--- config.mk ---
export PLATFORM = sky130hd
export DESIGN_NAME = unified_mem_arbiter_flat
export DESIGN_NICKNAME = d
export VERILOG_FILES = /design/src/rtl/unified_mem_arbiter_if.sv /design/src/rtl/unified_mem_arbiter.sv /design/src/flat_wrapper.sv
export SDC_FILE = /design/constraint.sdc
export NUM_CORES = 1
export LEC_CHECK = 0
export ABC_AREA = 1
export BUFFER_PORTS_ARGS = -buffer_cell sky130_fd_sc_hd__buf_2
export CAP_MARGIN = 20
export CORE_AREA = 5 5 167 169
export CTS_BUF_LIST = sky130_fd_sc_hd__clkbuf_2 sky130_fd_sc_hd__clkbuf_4 sky130_fd_sc_hd__clkbuf_8
export CTS_CLUSTER_SIZE = 20
export DETAILED_ROUTE_END_ITERATION = 8
export DIE_AREA = 0 0 172 174
export PLACE_DENSITY = 0.7
export SLEW_MARGIN = 20
export SYNTH_ARGS = -nofsm -noshare
export SYNTH_HDL_FRONTEND = slang
export SYNTH_SLANG_ARGS = --single-unit
export TNS_END_PERCENT = 5
--- constraint.sdc ---
create_clock -name clk -period 4.19 [get_ports clk]
set_input_delay 0.6285 -clock clk [delete_from_list [all_inputs] [get_ports clk]]
set_output_delay 0.6285 -clock clk [all_outputs]
set_load 0.02 [all_outputs]
--- src/rtl/unified_mem_arbiter_if.sv ---
// Bus bundle between the pipeline (IF/MEM stages), the unified-memory arbiter and the memory.
// The arbiter uses the slave modport; the pipeline/memory environment uses master.
interface unified_mem_arbiter_if #(
  parameter int MEM_ADDR_W = 10
);
  logic                  if_req;
  logic [63:0]           if_addr;
  logic [31:0]           if_rdata;
  logic                  if_valid;
  logic                  d_req;
  logic                  d_we;
  logic [63:0]           d_addr;
  logic [63:0]           d_wdata;
  logic [63:0]           d_rdata;
  logic                  d_valid;
  logic                  stall_if;
  logic                  stall_mem;
  logic                  mem_req;
  logic                  mem_we;
  logic [MEM_ADDR_W-1:0] mem_addr;
  logic [63:0]           mem_wdata;
  logic                  mem_ack;
  logic [63:0]           mem_rdata;
  logic                  err;

  modport slave (
    input  if_req, if_addr, d_req, d_we, d_addr, d_wdata, mem_ack, mem_rdata,
    output if_rdata, if_valid, d_rdata, d_valid, stall_if, stall_mem,
           mem_req, mem_we, mem_addr, mem_wdata, err
  );

  modport master (
    output if_req, if_addr, d_req, d_we, d_addr, d_wdata, mem_ack, mem_rdata,
    input  if_rdata, if_valid, d_rdata, d_valid, stall_if, stall_mem,
           mem_req, mem_we, mem_addr, mem_wdata, err
  );
endinterface

--- src/rtl/unified_mem_arbiter.sv ---
// Arbitrates one single-port memory between instruction fetch and load/store, data first with a
// streak limiter against fetch starvation. Define MEM_ARB_TIMEOUT_EN to add the mem_ack watchdog.
module unified_mem_arbiter #(
  parameter int MEM_ADDR_W   = 10,
  parameter int MAX_D_STREAK = 2,
  parameter int TIMEOUT      = 255
) (
  input  logic                 clk,
  input  logic                 reset,
  unified_mem_arbiter_if.slave bus
);
  localparam int STK_W = (MAX_D_STREAK < 1) ? 1 : $clog2(MAX_D_STREAK + 1);

  typedef enum logic [1:0] {
    IDLE    = 2'd0,
    GRANT_I = 2'd1,
    GRANT_D = 2'd2,
    RESP    = 2'd3
  } state_t;

  state_t           state_r;
  logic [STK_W-1:0] streak_r;
  logic             hi_word_r;
  logic             pick_d_s;
  logic             timeout_s;
  logic             unused_addr_s;

  assign unused_addr_s = ^{bus.if_addr[63:MEM_ADDR_W], bus.d_addr[63:MEM_ADDR_W]};

  // Data wins unless fetch is waiting and data already used up its streak.
  always_comb begin
    pick_d_s = bus.d_req & (~bus.if_req | (streak_r < STK_W'(MAX_D_STREAK)));
  end

  // Stalls are gated by reset so every output reads 0 while reset is held.
  assign bus.stall_if  = reset & bus.if_req & ~bus.if_valid;
  assign bus.stall_mem = reset & bus.d_req & ~bus.d_valid;

`ifdef MEM_ARB_TIMEOUT_EN
  localparam int WAIT_W = ($clog2(TIMEOUT + 1) > 8) ? $clog2(TIMEOUT + 1) : 8;
  logic [WAIT_W-1:0] wait_r;

  // Watchdog fires on the last allowed GRANT cycle; a real ack in that cycle still wins.
  always_comb begin
    timeout_s = (wait_r == WAIT_W'(TIMEOUT - 1)) & ~bus.mem_ack;
  end
`else
  // Without the watchdog the arbiter waits for mem_ack indefinitely.
  always_comb begin
    timeout_s = 1'b0;
  end
`endif

  // Arbiter FSM with all bus outputs registered.
  always_ff @(posedge clk or negedge reset) begin
    if (!reset) begin
      state_r       <= IDLE;
      streak_r      <= '0;
      hi_word_r     <= 1'b0;
      bus.mem_req   <= 1'b0;
      bus.mem_we    <= 1'b0;
      bus.mem_addr  <= '0;
      bus.mem_wdata <= 64'd0;
      bus.if_valid  <= 1'b0;
      bus.if_rdata  <= 32'd0;
      bus.d_valid   <= 1'b0;
      bus.d_rdata   <= 64'd0;
      bus.err       <= 1'b0;
`ifdef MEM_ARB_TIMEOUT_EN
      wait_r        <= '0;
`endif
    end else begin
      case (state_r)
        IDLE: begin
          bus.if_valid <= 1'b0;
          bus.d_valid  <= 1'b0;
`ifdef MEM_ARB_TIMEOUT_EN
          wait_r       <= '0;
`endif
          if (pick_d_s) begin
            state_r       <= GRANT_D;
            bus.mem_req   <= 1'b1;
            bus.mem_we    <= bus.d_we;
            bus.mem_addr  <= bus.d_addr[MEM_ADDR_W-1:0];
            bus.mem_wdata <= bus.d_wdata;
            // pick_d_s with if_req pending implies streak below the limit, so this saturates.
            streak_r      <= bus.if_req ? (streak_r + STK_W'(1)) : '0;
          end else if (bus.if_req) begin
            state_r       <= GRANT_I;
            bus.mem_req   <= 1'b1;
            bus.mem_we    <= 1'b0;
            bus.mem_addr  <= bus.if_addr[MEM_ADDR_W-1:0];
            bus.mem_wdata <= 64'd0;
            hi_word_r     <= bus.if_addr[2];
            streak_r      <= '0;
          end else begin
            state_r <= IDLE;
          end
        end
        GRANT_I, GRANT_D: begin
          if (bus.mem_ack || timeout_s) begin
            state_r       <= RESP;
            bus.mem_req   <= 1'b0;
            bus.mem_we    <= 1'b0;
            bus.mem_addr  <= '0;
            bus.mem_wdata <= 64'd0;
            if (state_r == GRANT_I) begin
              bus.if_valid <= 1'b1;
              if (timeout_s) begin
                bus.if_rdata <= 32'd0;
              end else begin
                bus.if_rdata <= hi_word_r ? bus.mem_rdata[63:32] : bus.mem_rdata[31:0];
              end
            end else begin
              bus.d_valid <= 1'b1;
              if (timeout_s) begin
                bus.d_rdata <= 64'd0;
              end else if (!bus.mem_we) begin
                bus.d_rdata <= bus.mem_rdata;
              end else begin
                bus.d_rdata <= bus.d_rdata;
              end
            end
            if (timeout_s) begin
              bus.err <= 1'b1;
            end else begin
              bus.err <= bus.err;
            end
          end else begin
`ifdef MEM_ARB_TIMEOUT_EN
            wait_r <= wait_r + WAIT_W'(1);
`endif
            state_r <= state_r;
          end
        end
        RESP: begin
          bus.if_valid <= 1'b0;
          bus.d_valid  <= 1'b0;
          state_r      <= IDLE;
        end
        default: begin
          state_r <= IDLE;
        end
      endcase
    end
  end
endmodule

--- src/flat_wrapper.sv ---
// flat-port wrapper written by rule: the top's interface ports become plain ports
module unified_mem_arbiter_flat 
#(
  parameter int MEM_ADDR_W   = 10,
  parameter int MAX_D_STREAK = 2,
  parameter int TIMEOUT      = 255
)
  (clk, reset, bus_if_req, bus_if_addr, bus_d_req, bus_d_we, bus_d_addr, bus_d_wdata, bus_mem_ack, bus_mem_rdata, bus_if_rdata, bus_if_valid, bus_d_rdata, bus_d_valid, bus_stall_if, bus_stall_mem, bus_mem_req, bus_mem_we, bus_mem_addr, bus_mem_wdata, bus_err);
  unified_mem_arbiter_if #(.MEM_ADDR_W(MEM_ADDR_W)) bus_i ();
  input  logic clk;
  input  logic reset;
  input wire logic [$bits(bus_i.if_req)-1:0] bus_if_req;
  input wire logic [$bits(bus_i.if_addr)-1:0] bus_if_addr;
  input wire logic [$bits(bus_i.d_req)-1:0] bus_d_req;
  input wire logic [$bits(bus_i.d_we)-1:0] bus_d_we;
  input wire logic [$bits(bus_i.d_addr)-1:0] bus_d_addr;
  input wire logic [$bits(bus_i.d_wdata)-1:0] bus_d_wdata;
  input wire logic [$bits(bus_i.mem_ack)-1:0] bus_mem_ack;
  input wire logic [$bits(bus_i.mem_rdata)-1:0] bus_mem_rdata;
  output wire logic [$bits(bus_i.if_rdata)-1:0] bus_if_rdata;
  output wire logic [$bits(bus_i.if_valid)-1:0] bus_if_valid;
  output wire logic [$bits(bus_i.d_rdata)-1:0] bus_d_rdata;
  output wire logic [$bits(bus_i.d_valid)-1:0] bus_d_valid;
  output wire logic [$bits(bus_i.stall_if)-1:0] bus_stall_if;
  output wire logic [$bits(bus_i.stall_mem)-1:0] bus_stall_mem;
  output wire logic [$bits(bus_i.mem_req)-1:0] bus_mem_req;
  output wire logic [$bits(bus_i.mem_we)-1:0] bus_mem_we;
  output wire logic [$bits(bus_i.mem_addr)-1:0] bus_mem_addr;
  output wire logic [$bits(bus_i.mem_wdata)-1:0] bus_mem_wdata;
  output wire logic [$bits(bus_i.err)-1:0] bus_err;
  assign bus_i.if_req = bus_if_req;
  assign bus_i.if_addr = bus_if_addr;
  assign bus_i.d_req = bus_d_req;
  assign bus_i.d_we = bus_d_we;
  assign bus_i.d_addr = bus_d_addr;
  assign bus_i.d_wdata = bus_d_wdata;
  assign bus_i.mem_ack = bus_mem_ack;
  assign bus_i.mem_rdata = bus_mem_rdata;
  assign bus_if_rdata = bus_i.if_rdata;
  assign bus_if_valid = bus_i.if_valid;
  assign bus_d_rdata = bus_i.d_rdata;
  assign bus_d_valid = bus_i.d_valid;
  assign bus_stall_if = bus_i.stall_if;
  assign bus_stall_mem = bus_i.stall_mem;
  assign bus_mem_req = bus_i.mem_req;
  assign bus_mem_we = bus_i.mem_we;
  assign bus_mem_addr = bus_i.mem_addr;
  assign bus_mem_wdata = bus_i.mem_wdata;
  assign bus_err = bus_i.err;
  unified_mem_arbiter #(.MEM_ADDR_W(MEM_ADDR_W), .MAX_D_STREAK(MAX_D_STREAK), .TIMEOUT(TIMEOUT)) u_core (.clk(clk), .reset(reset), .bus(bus_i));
endmodule
### Word level (Yosys, flattened, before mapping)

Cells that the tools add are included.

* magnitude comparators: 1
* equal/unequal tests: 7
* reductions and logical operators: 12
* mux-type cells: 29
* bitwise operators: 12
* $add $sub $neg: 1

Operators with widths (count)
* $mux W64: 3
* $pmux W64 S2: 1
* $mux W32: 1
* $mux W10: 3
* $pmux W10 S2: 1
* $mux W1: 10
* $mux W2: 5
* $reduce_and A3 Y1: 3
* $pmux W1 S2: 4
* $not A1 Y1: 6
* $pmux W2 S3: 1
* $reduce_and A2 Y1: 3
* $and A1 B1 Y1: 5
* $eq A2 B2 Y1 const B: 2
* $ne A2 B2 Y1 const B: 2
* $reduce_and A4 Y1: 1
* $reduce_bool A2 Y1: 2
* $reduce_or A2 Y1: 2
* $ne A3 B2 Y1 const B: 1
* $add A2 B1 Y2 const B: 1
* $eq A2 B1 Y1 const B: 1
* $logic_not A2 Y1: 1
* $lt A2 B2 Y1 const B: 1
* $ne A2 B1 Y1 const B: 1
* $or A1 B1 Y1: 1

* output and inout bits: 177
* bits of input ports: 262
* word-level logic and storage cells: 73
* register bits after elaboration: 179

### Longest topological paths before layout

Gate-level depths: netlist of the first run.

* depth in word-level cells: 5
* depth in mapped cells: 11
* gate-level depth less buffers: 8

### Least setup slack after synthesis of the first run

OpenSTA, ideal clock, no wires.

* path type: input-to-output
* from: input bus_if_req
* to: output bus_stall_if
* arrival time: 1162 ps
* path slack: 2400 ps
* path buffers: 0
* stages on the path: 2
* cells stage by stage: inv_1 > nor3_1

* longest elaborated chain between the ends: 2

RTL lines
* from (decl): RTL line flat_wrapper.sv:12 `input wire logic [$bits(bus_i.if_req)-1:0] bus_if_req;`
* $and A1 B1 Y1 (2 in series): RTL line unified_mem_arbiter.sv:36 `assign bus.stall_if = reset & bus.if_req & ~bus.if_valid;`
* to (decl): RTL line flat_wrapper.sv:24 `output wire logic [$bits(bus_i.stall_if)-1:0] bus_stall_if;`

No other way between the ends.

### Final worst setup path of the first run

* from: register u_core.state_r[1]
* to: register u_core.state_r[1]

* longest elaborated chain between the ends: 3
* elaborated cells on any way between the ends: 7
* classes of those cells: eq/ne: 4; mux: 1; reduce/logical: 2

RTL lines
* from (decl): RTL line unified_mem_arbiter.sv:21 `state_t state_r;`
* from (signal assigned): RTL line unified_mem_arbiter.sv:133 `state_r <= state_r;`
* $eq A2 B2 Y1 or $eq A2 B1 Y1 (tied branches): RTL line unified_mem_arbiter.sv:73 `case (state_r)`
* $reduce_or A2 Y1: RTL line unified_mem_arbiter.sv:73
* $pmux W2 S3 or $ne A2 B2 Y1 (tied branches)

Several ways; a longest one is shown, not always the timed one.
A chain may end at the register's enable or synchronous reset.

==> qor_table.md, run 1 <==
| Stage | Quantity | Value |
|:---|:---|:---|
| sta | Time the final worst path needs with I/O delays and setup | 2.61 ns |
| layout | Fraction of the core area covered by cells at the end of the flow | 38.9% |
| clock network | CTS sink count | 179 |
| layout | Net count of the finished layout | 1568 |
| setup path | Crit path capture | u_core.state_r[1]$_DFFE_PN0P_ |
| power | VDD IR-drop max | 0.330 mV |
| setup path | Kind of capture point of the worst setup path | flop |
| sta | Max-slew violation count | 0 |
| sta | Upper clock frequency limit | 384 MHz |
| detailed routing | Vias post-DR | 7564 |
| detailed routing | Post-route DRC | 0 |
| clock network | Setup Fix Bufs, Post-CTS | 0 |
| power | PD cells | 755 nW/µm² |
| layout | Ratio of cells with drive above 1 in the final layout | 29.0% |
| grt | Global-route wire length before repair | 39800 µm |
| grt | Antenna violations before repair | 0 |
| setup path | Largest fanout on the critical path | 58 |
| synthesis | Post-synthesis average cell area | 7.95 µm² |
| setup path | Required time of the worst setup path | 4.50 ns |
| placement | Instance area at placement | 9900 µm² |
| synthesis | Sequential element share of the synthesized area | 56.0% |
| detailed routing | Remaining antenna violation count after routing | 0 |
| setup path | Start of the worst register-to-register path | u_core.state_r[1]$_DFFE_PN0P_ |
| synthesis | Number of register bits inferred by synthesis | 179 |
| synthesis | Proportion of synthesized area in mux cells | 0% |
| detailed routing | Initial detailed-routing violation count | 505 |
| sta | Max-Slew Margin vs Limit | 40.5% |
| layout | Diode insertion count for antenna repair | 0 |
| synthesis | Synth Area in Simple Gates | 25.9% |
| clock network | Count of H-tree levels built during CTS | 4 |
| synthesis | Yosys warning total | 0 |
| layout | Fillers | 2809 |
| synthesis | Synthesized-area fraction occupied by adder cells | 0.625% |
| synthesis | Library cells used by synthesis | 20 |
| layout | Post-route design area | 10300 µm² |
| clock network | CTS Buf Count | 17 |
| placement | Count of input and output buffers | 329 |
| sta | Accumulated negative setup slack | 0 ns |
| setup path | Critical register-to-register path endpoint | u_core.state_r[1]$_DFFE_PN0P_ |
| placement | Total half-perimeter wirelength after legalization and detailed placement | 18200 µm |
| die | Die Y-Extent | 174 µm |
| grt | Number of global-route vias before repair | 7473 |
| setup path | Worst Reg-to-Reg Cells | 6 |
| power | Total power | 7.76 mW |
| layout | Commonest non-fill, non-tap cell in the layout | sky130_fd_sc_hd__nand2_1 |
| die | Number of top-level pins | 439 |
| synthesis | Area share of xor/xnor cells in the synthesized design | 0% |
| setup path | Kind of start point of the critical path | flop |
| synthesis | Synthesized-area fraction occupied by ao, oa, aoi and oai cells | 9.69% |
| synthesis | Synth Instances | 1007 |
| grt | Pin count of the biggest net entering global routing | 77 |
| placement | RePlAce Congestion | 0.902 |
| clock network | CTS root buf | sky130_fd_sc_hd__clkbuf_8 |
| run | Max-cap violations | 0 |
| grt | Overflow left after global routing | 0 |
| clock network | Maximum number of buffers from clock root to sink | 2 |
| detailed routing | Per-cell via count in the routed design | 4.57 |
| setup path | Setup CP Type | flop to flop |
| setup path | Setup slack of the most critical reg-to-reg path | 1.58 ns |
| sta | Final hold viol count | 0 |
| power | Leakage power summed over all cells | 6.02 nW |
| die | Floorplan core area | 26400 µm² |
| die | Starting Density | 30.3% |
| layout | Layout overhead on the synthesized area | 28.4% |
| clock network | Post-cts sizing count | 0 |
| setup path | Origin of the worst setup path | u_core.state_r[1]$_DFFE_PN0P_ |
| die | Die area | 29900 µm² |
| status | Run status | completed |
| sta | Slew at the pin closest to its max-slew limit | 0.892 ns |
| layout | Area taken by multi-input logic gates | 2910 µm² |
| detailed routing | Routed wire length per instance | 15.4 µm |
| layout | Commonest cells after routing, fill and taps aside | 443 x sky130_fd_sc_hd__nand2_1, 328 x sky130_fd_sc_hd__buf_2, 178 x sky130_fd_sc_hd__dfrtp_1 |
| die | Standard-cell row count | 60 |
| die | Width of the die | 172 µm |
| detailed routing | Overall routed net length | 25500 µm |
| clock network | Clock network latency to the later pin of the worst-skew pair | 0.46 ns |
| synthesis | Dominant combinational cell family by area after synthesis | simple AND/OR/NAND/NOR gates |
| synthesis | Number of nets in the synthesized netlist | 1273 |
| layout | Register area | 4480 µm² |
| clock network | Hold-fix buffers, CTS | 0 |
| clock network | Clock transition at the registers of the reported paths | 0.10 ns |
| setup path | Arr. time, crit path | 2.92 ns |
| grt | Global-route total usage across every layer | 16.6% |
| synthesis | Netlist Area Pre-Place | 8000 µm² |
| sta | Final worst path period share | 62.2% |
| sta | Worst Clk Skew | 0.0221 ns |
| clock network | TritonCTS clock tree | done |
| detailed routing | Number of iterations in the first detailed-routing pass | 4 |
| sta | Worst Hold Slack | 0.0551 ns |
| sta | Setup repair after global routing missed its margin | false |
| sta | Count of final setup violators | 0 |
| hold path | Path category of the worst min-delay check | input pin to asynchronous set/reset pin |
## worst min-delay path by stage
stage | cells past startpoint | from | end
4_1_cts | 1 | reset | u_core.bus.d_rdata[45]$_DFFE_PN0P_
3_5_place_dp | 2 | u_core.bus.mem_req$_DFFE_PN0P_ | u_core.bus.mem_req$_DFFE_PN0P_
2_1_floorplan | 0 | reset | u_core.bus.d_rdata[0]$_DFFE_PN0P_
6_report | 1 | reset | u_core.bus.d_rdata[45]$_DFFE_PN0P_
3_3_place_gp | 2 | u_core.bus.mem_wdata[31]$_DFFE_PN0P_ | u_core.bus.mem_wdata[31]$_DFFE_PN0P_
5_1_grt | 1 | reset | u_core.bus.d_rdata[45]$_DFFE_PN0P_
## sequential cells by signal, summed over array words and instances, names as in the netlist
| name | flops |
|---|---|
| u_core.bus.d_rdata | 64 |
| u_core.hi_word_r | 1 |
| u_core.bus.if_valid | 1 |
| u_core.bus.mem_req | 1 |
| u_core.streak_r | 2 |
| u_core.bus.if_rdata | 32 |
| u_core.state_r | 2 |
| u_core.bus.mem_wdata | 64 |
| u_core.bus.d_valid | 1 |
| u_core.bus.mem_addr | 10 |
| u_core.bus.mem_we | 1 |
## power breakdown
group / internal, mW / switching (mW) / total [mW]
registers: 2.39 / 0.361 / 2.75
logic: 1.07 / 2.76 / 3.83
clock network: 0.456 / 0.724 / 1.18
## cell families (layout without fill, tap and decap cells)
kind of cell	Yosys count	count (layout)
and+or+nand+nor	540	540
DFF	179	179
buffers and inverters	145	453
other	1	1
AOI/OAI and AO/OA	138	138
adders and majority gates	4	4
## worst max-delay path, cell delays in order, from the launching register on
cell and delay [ns]:
sky130_fd_sc_hd__dfrtp_1 0.39, sky130_fd_sc_hd__inv_1 0.09, sky130_fd_sc_hd__ha_2 0.52, sky130_fd_sc_hd__buf_4 0.57
sky130_fd_sc_hd__inv_1 0.46, sky130_fd_sc_hd__nor2_1 0.25, sky130_fd_sc_hd__a22oi_1 0.12
## cell usage after synthesis (all sizes together)
library cell	number	area, µm²
o21ai	100	500
a21oi	4	20.0
ha	4	50.1
nor3	2	10.0
nand2	443	1660
nor2	71	277
conb	1	3.75
clkbuf	28	105
nand3	24	120
o211ai	32	240
buf	38	224
a22oi	2	15.0
dfrtp	179	4480
inv	79	297
## cell type report
type                            count  share of cell area (%)
Sequential cell                   179                    43.6
Multi-Input combinational cell    683                    28.4
Timing Repair Buffer              342                    17.3
Tap cell                          341                    4.15
Inverter                           79                    2.89
Clock buffer                       18                    2.41
Clock inverter                     14                    1.29
## metal layers
| layer | up-vias | share of wire [%] | wire length, µm | global-route usage, % |
|---|---|---|---|---|
| met5 | - | 0 | 0 | 0 |
| met4 | 0 | 2.7 | 680 | 6.06 |
| met3 | 30 | 9.0 | 2300 | 4.57 |
| met2 | 298 | 46 | 11600 | 27.0 |
| met1 | 3541 | 43 | 10900 | 21.0 |
| li1 | 3695 | - | - | - |
## stage by stage
stage | cells | worst slack (ns)
after floorplan | 1007 | 2.40
after global placement | 1624 | 1.23
after detailed placement | 1624 | 1.25
after CTS | 1656 | 1.60
after global routing | 1656 | 1.45
final | 1656 | 1.58
Note: power is estimated with default switching activity, not from simulation.
==> run 2: changes to the inputs <==
==> constraint.sdc (replaced) <==
create_clock -name clk -period 2.72 [get_ports clk]
set_input_delay 0.408 -clock clk [delete_from_list [all_inputs] [get_ports clk]]
set_output_delay 0.408 -clock clk [all_outputs]
set_load 0.02 [all_outputs]
==> run 2 against run 1 <==
Clock-buffer cell count increased by 1. Maximum frequency grew 29%. Core utilization increased by 0.29 points. Global-route usage increased by 0.24 points. Sequential share of layout area shrank 0.32 points. First-iteration DRC count fell by 16%.
==> qor_table.md, run 2 (synthesis gave the netlist of run 1 again) <==
| Stage | Quantity | Value |
|:---|:---|:---|
| sta | Time the final worst path needs with I/O delays and setup | 2.02 ns |
| clock network | CTS sink count | 179 |
| die | Standard-cell row count | 60 |
| setup path | Kind of capture point of the worst setup path | flop |
| sta | Final worst path period share | 74.1% |
| setup path | Start of the worst register-to-register path | u_core.state_r[1]$_DFFE_PN0P_ |
| sta | Slew at the pin closest to its max-slew limit | 1.01 ns |
| clock network | Maximum number of buffers from clock root to sink | 2 |
| status | Run status | completed |
| sta | Count of final setup violators | 0 |
| clock network | Count of H-tree levels built during CTS | 4 |
| clock network | Clock transition at the registers of the reported paths | 0.11 ns |
| setup path | Setup CP Type | flop to flop |
| die | Width of the die | 172 µm |
| sta | Max-slew violation count | 0 |
| layout | Commonest cells after routing, fill and taps aside | 443 x sky130_fd_sc_hd__nand2_1, 328 x sky130_fd_sc_hd__buf_2, 178 x sky130_fd_sc_hd__dfrtp_1 |
| grt | Overflow left after global routing | 0 |
| layout | Fraction of the core area covered by cells at the end of the flow | 39.2% |
| grt | Global-route total usage across every layer | 16.8% |
| run | Max-cap violations | 0 |
| power | Leakage power summed over all cells | 6.05 nW |
| clock network | CTS Buf Count | 17 |
| sta | Accumulated negative setup slack | 0 ns |
| detailed routing | Per-cell via count in the routed design | 4.57 |
| clock network | Clock network latency to the later pin of the worst-skew pair | 0.45 ns |
| placement | Count of input and output buffers | 329 |
| die | Die Y-Extent | 174 µm |
| sta | Setup repair after global routing missed its margin | false |
| setup path | Crit path capture | u_core.bus.if_rdata[23]$_DFFE_PN0P_ |
| grt | Pin count of the biggest net entering global routing | 131 |
| power | PD cells | 1170 nW/µm² |
| setup path | Arr. time, crit path | 2.40 ns |
| sta | Worst Hold Slack | 0.0550 ns |
| setup path | Required time of the worst setup path | 3.11 ns |
| sta | Final hold viol count | 0 |
| hold path | Path category of the worst min-delay check | input pin to asynchronous set/reset pin |
| layout | Fin cells | 1658 |
| die | Floorplan core area | 26400 µm² |
| die | Die area | 29900 µm² |
| clock network | TritonCTS clock tree | done |
| sta | Max-Slew Margin vs Limit | 32.7% |
| setup path | Setup slack of the most critical reg-to-reg path | 0.70 ns |
| detailed routing | Routed wire length per instance | 15.4 µm |
| die | Starting Density | 30.3% |
| layout | Net count of the finished layout | 1570 |
| placement | RePlAce Congestion | 0.866 |
| clock network | Post-cts sizing count | 0 |
| placement | Total half-perimeter wirelength after legalization and detailed placement | 17900 µm |
| setup path | Kind of start point of the critical path | flop |
| setup path | Origin of the worst setup path | u_core.state_r[1]$_DFFE_PN0P_ |
| layout | Ratio of cells with drive above 1 in the final layout | 29.1% |
| die | Number of top-level pins | 439 |
| power | Total power | 12.1 mW |
| sta | Worst Clk Skew | 0.0183 ns |
| layout | Commonest non-fill, non-tap cell in the layout | sky130_fd_sc_hd__nand2_1 |
| clock network | Setup Fix Bufs, Post-CTS | 0 |
| layout | Largest registers ranked by flip-flop count | u_core.bus.d_rdata x64, u_core.bus.mem_wdata x64, u_core.bus.if_rdata x32 |
| detailed routing | Vias post-DR | 7571 |
| grt | Global-route wire length before repair | 40400 µm |
| power | VDD IR-drop max | 1.04 mV |
| setup path | Largest fanout on the critical path | 32 |
| detailed routing | Remaining antenna violation count after routing | 0 |
| setup path | Worst Reg-to-Reg Cells | 7 |
| clock network | Hold-fix buffers, CTS | 0 |
| detailed routing | Post-route DRC | 0 |
| grt | Number of global-route vias before repair | 7585 |
| sta | Upper clock frequency limit | 496 MHz |
| placement | # placed instances | 1626 |
| grt | Antenna violations before repair | 1 |
| detailed routing | Overall routed net length | 25500 µm |
| detailed routing | Number of iterations in the first detailed-routing pass | 7 |
| layout | Layout overhead on the synthesized area | 29.3% |
| clock network | CTS root buf | sky130_fd_sc_hd__clkbuf_8 |
| detailed routing | Initial detailed-routing violation count | 426 |
| setup path | Critical register-to-register path endpoint | u_core.bus.if_rdata[23]$_DFFE_PN0P_ |
==> run 2: changes by cell type in the layout (fill, tap and decap cells not counted) <==
cell / delta
sky130_fd_sc_hd__buf_4: -1
sky130_fd_sc_hd__clkinv_2: -1
sky130_fd_sc_hd__diode_2: +1
sky130_fd_sc_hd__clkbuf_4: +1
sky130_fd_sc_hd__clkinvlp_4: +2
sky130_fd_sc_hd__clkinv_8: -1
sky130_fd_sc_hd__bufinv_16: +2
sky130_fd_sc_hd__inv_8: -2
sky130_fd_sc_hd__inv_6: -2
sky130_fd_sc_hd__buf_12: +3
==> run 2: stage by stage <==
stage | setup slack, ns | cell area, µm²
2_1_floorplan | 1.07 | 8000
5_1_grt | 0.533 | 10400
6_report | 0.704 | 10400
3_5_place_dp | 0.667 | 9950
3_3_place_gp | 0.723 | 9950
4_1_cts | 0.657 | 10300
==> run 2: critical path: stages (launching register included) <==
cell and delay, ns:
sky130_fd_sc_hd__dfrtp_1 0.38, sky130_fd_sc_hd__inv_1 0.09, sky130_fd_sc_hd__ha_2 0.51, sky130_fd_sc_hd__nand2_1 0.14, sky130_fd_sc_hd__nor2_2 0.10, sky130_fd_sc_hd__buf_4 0.38, sky130_fd_sc_hd__o211ai_1 0.25, sky130_fd_sc_hd__nand2_1 0.12
==> run 2: report_power, final <==
group / total (mW) / internal, mW / switching [mW]
registers: 4.29 / 3.67 / 0.616
clock network: 1.92 / 0.868 / 1.05
logic: 5.92 / 1.74 / 4.18
==> run 2: routing by layer <==
layer / vias to the layer above / GRT usage (%) / wire length (µm) / part of all wire, %
met5: - / 0 / 0 / 0
met4: 0 / 7.66 / 993 / 3.9
met3: 47 / 5.12 / 2470 / 9.7
met2: 314 / 26.6 / 11500 / 45
met1: 3516 / 21.0 / 10600 / 42
li1: 3694 / - / - / -
==> run 2: layout make-up <==
class,count,area (µm²)
Antenna cell,1,2.50
Clock buffer,19,255
Clock inverter,12,146
Fill cell,2742,16100
Inverter,79,297
Multi-Input combinational cell,683,2910
Sequential cell,179,4480
Tap cell,341,427
Timing Repair Buffer,344,1830
==> run 2: worst min-delay path by stage <==
stage / slack, ns / depth (start not counted) / to / startpoint
floorplan: 0.11 / 0 / u_core.bus.d_rdata[0]$_DFFE_PN0P_ / reset
global placement: 0.46 / 2 / u_core.bus.mem_wdata[62]$_DFFE_PN0P_ / u_core.bus.mem_wdata[62]$_DFFE_PN0P_
detailed placement: 0.46 / 2 / u_core.bus.mem_wdata[30]$_DFFE_PN0P_ / u_core.bus.mem_wdata[30]$_DFFE_PN0P_
CTS: 0.11 / 2 / u_core.bus.mem_wdata[46]$_DFFE_PN0P_ / reset
global route: 0.1 / 2 / u_core.state_r[1]$_DFFE_PN0P_ / reset
finish: 0.05 / 2 / u_core.state_r[1]$_DFFE_PN0P_ / reset
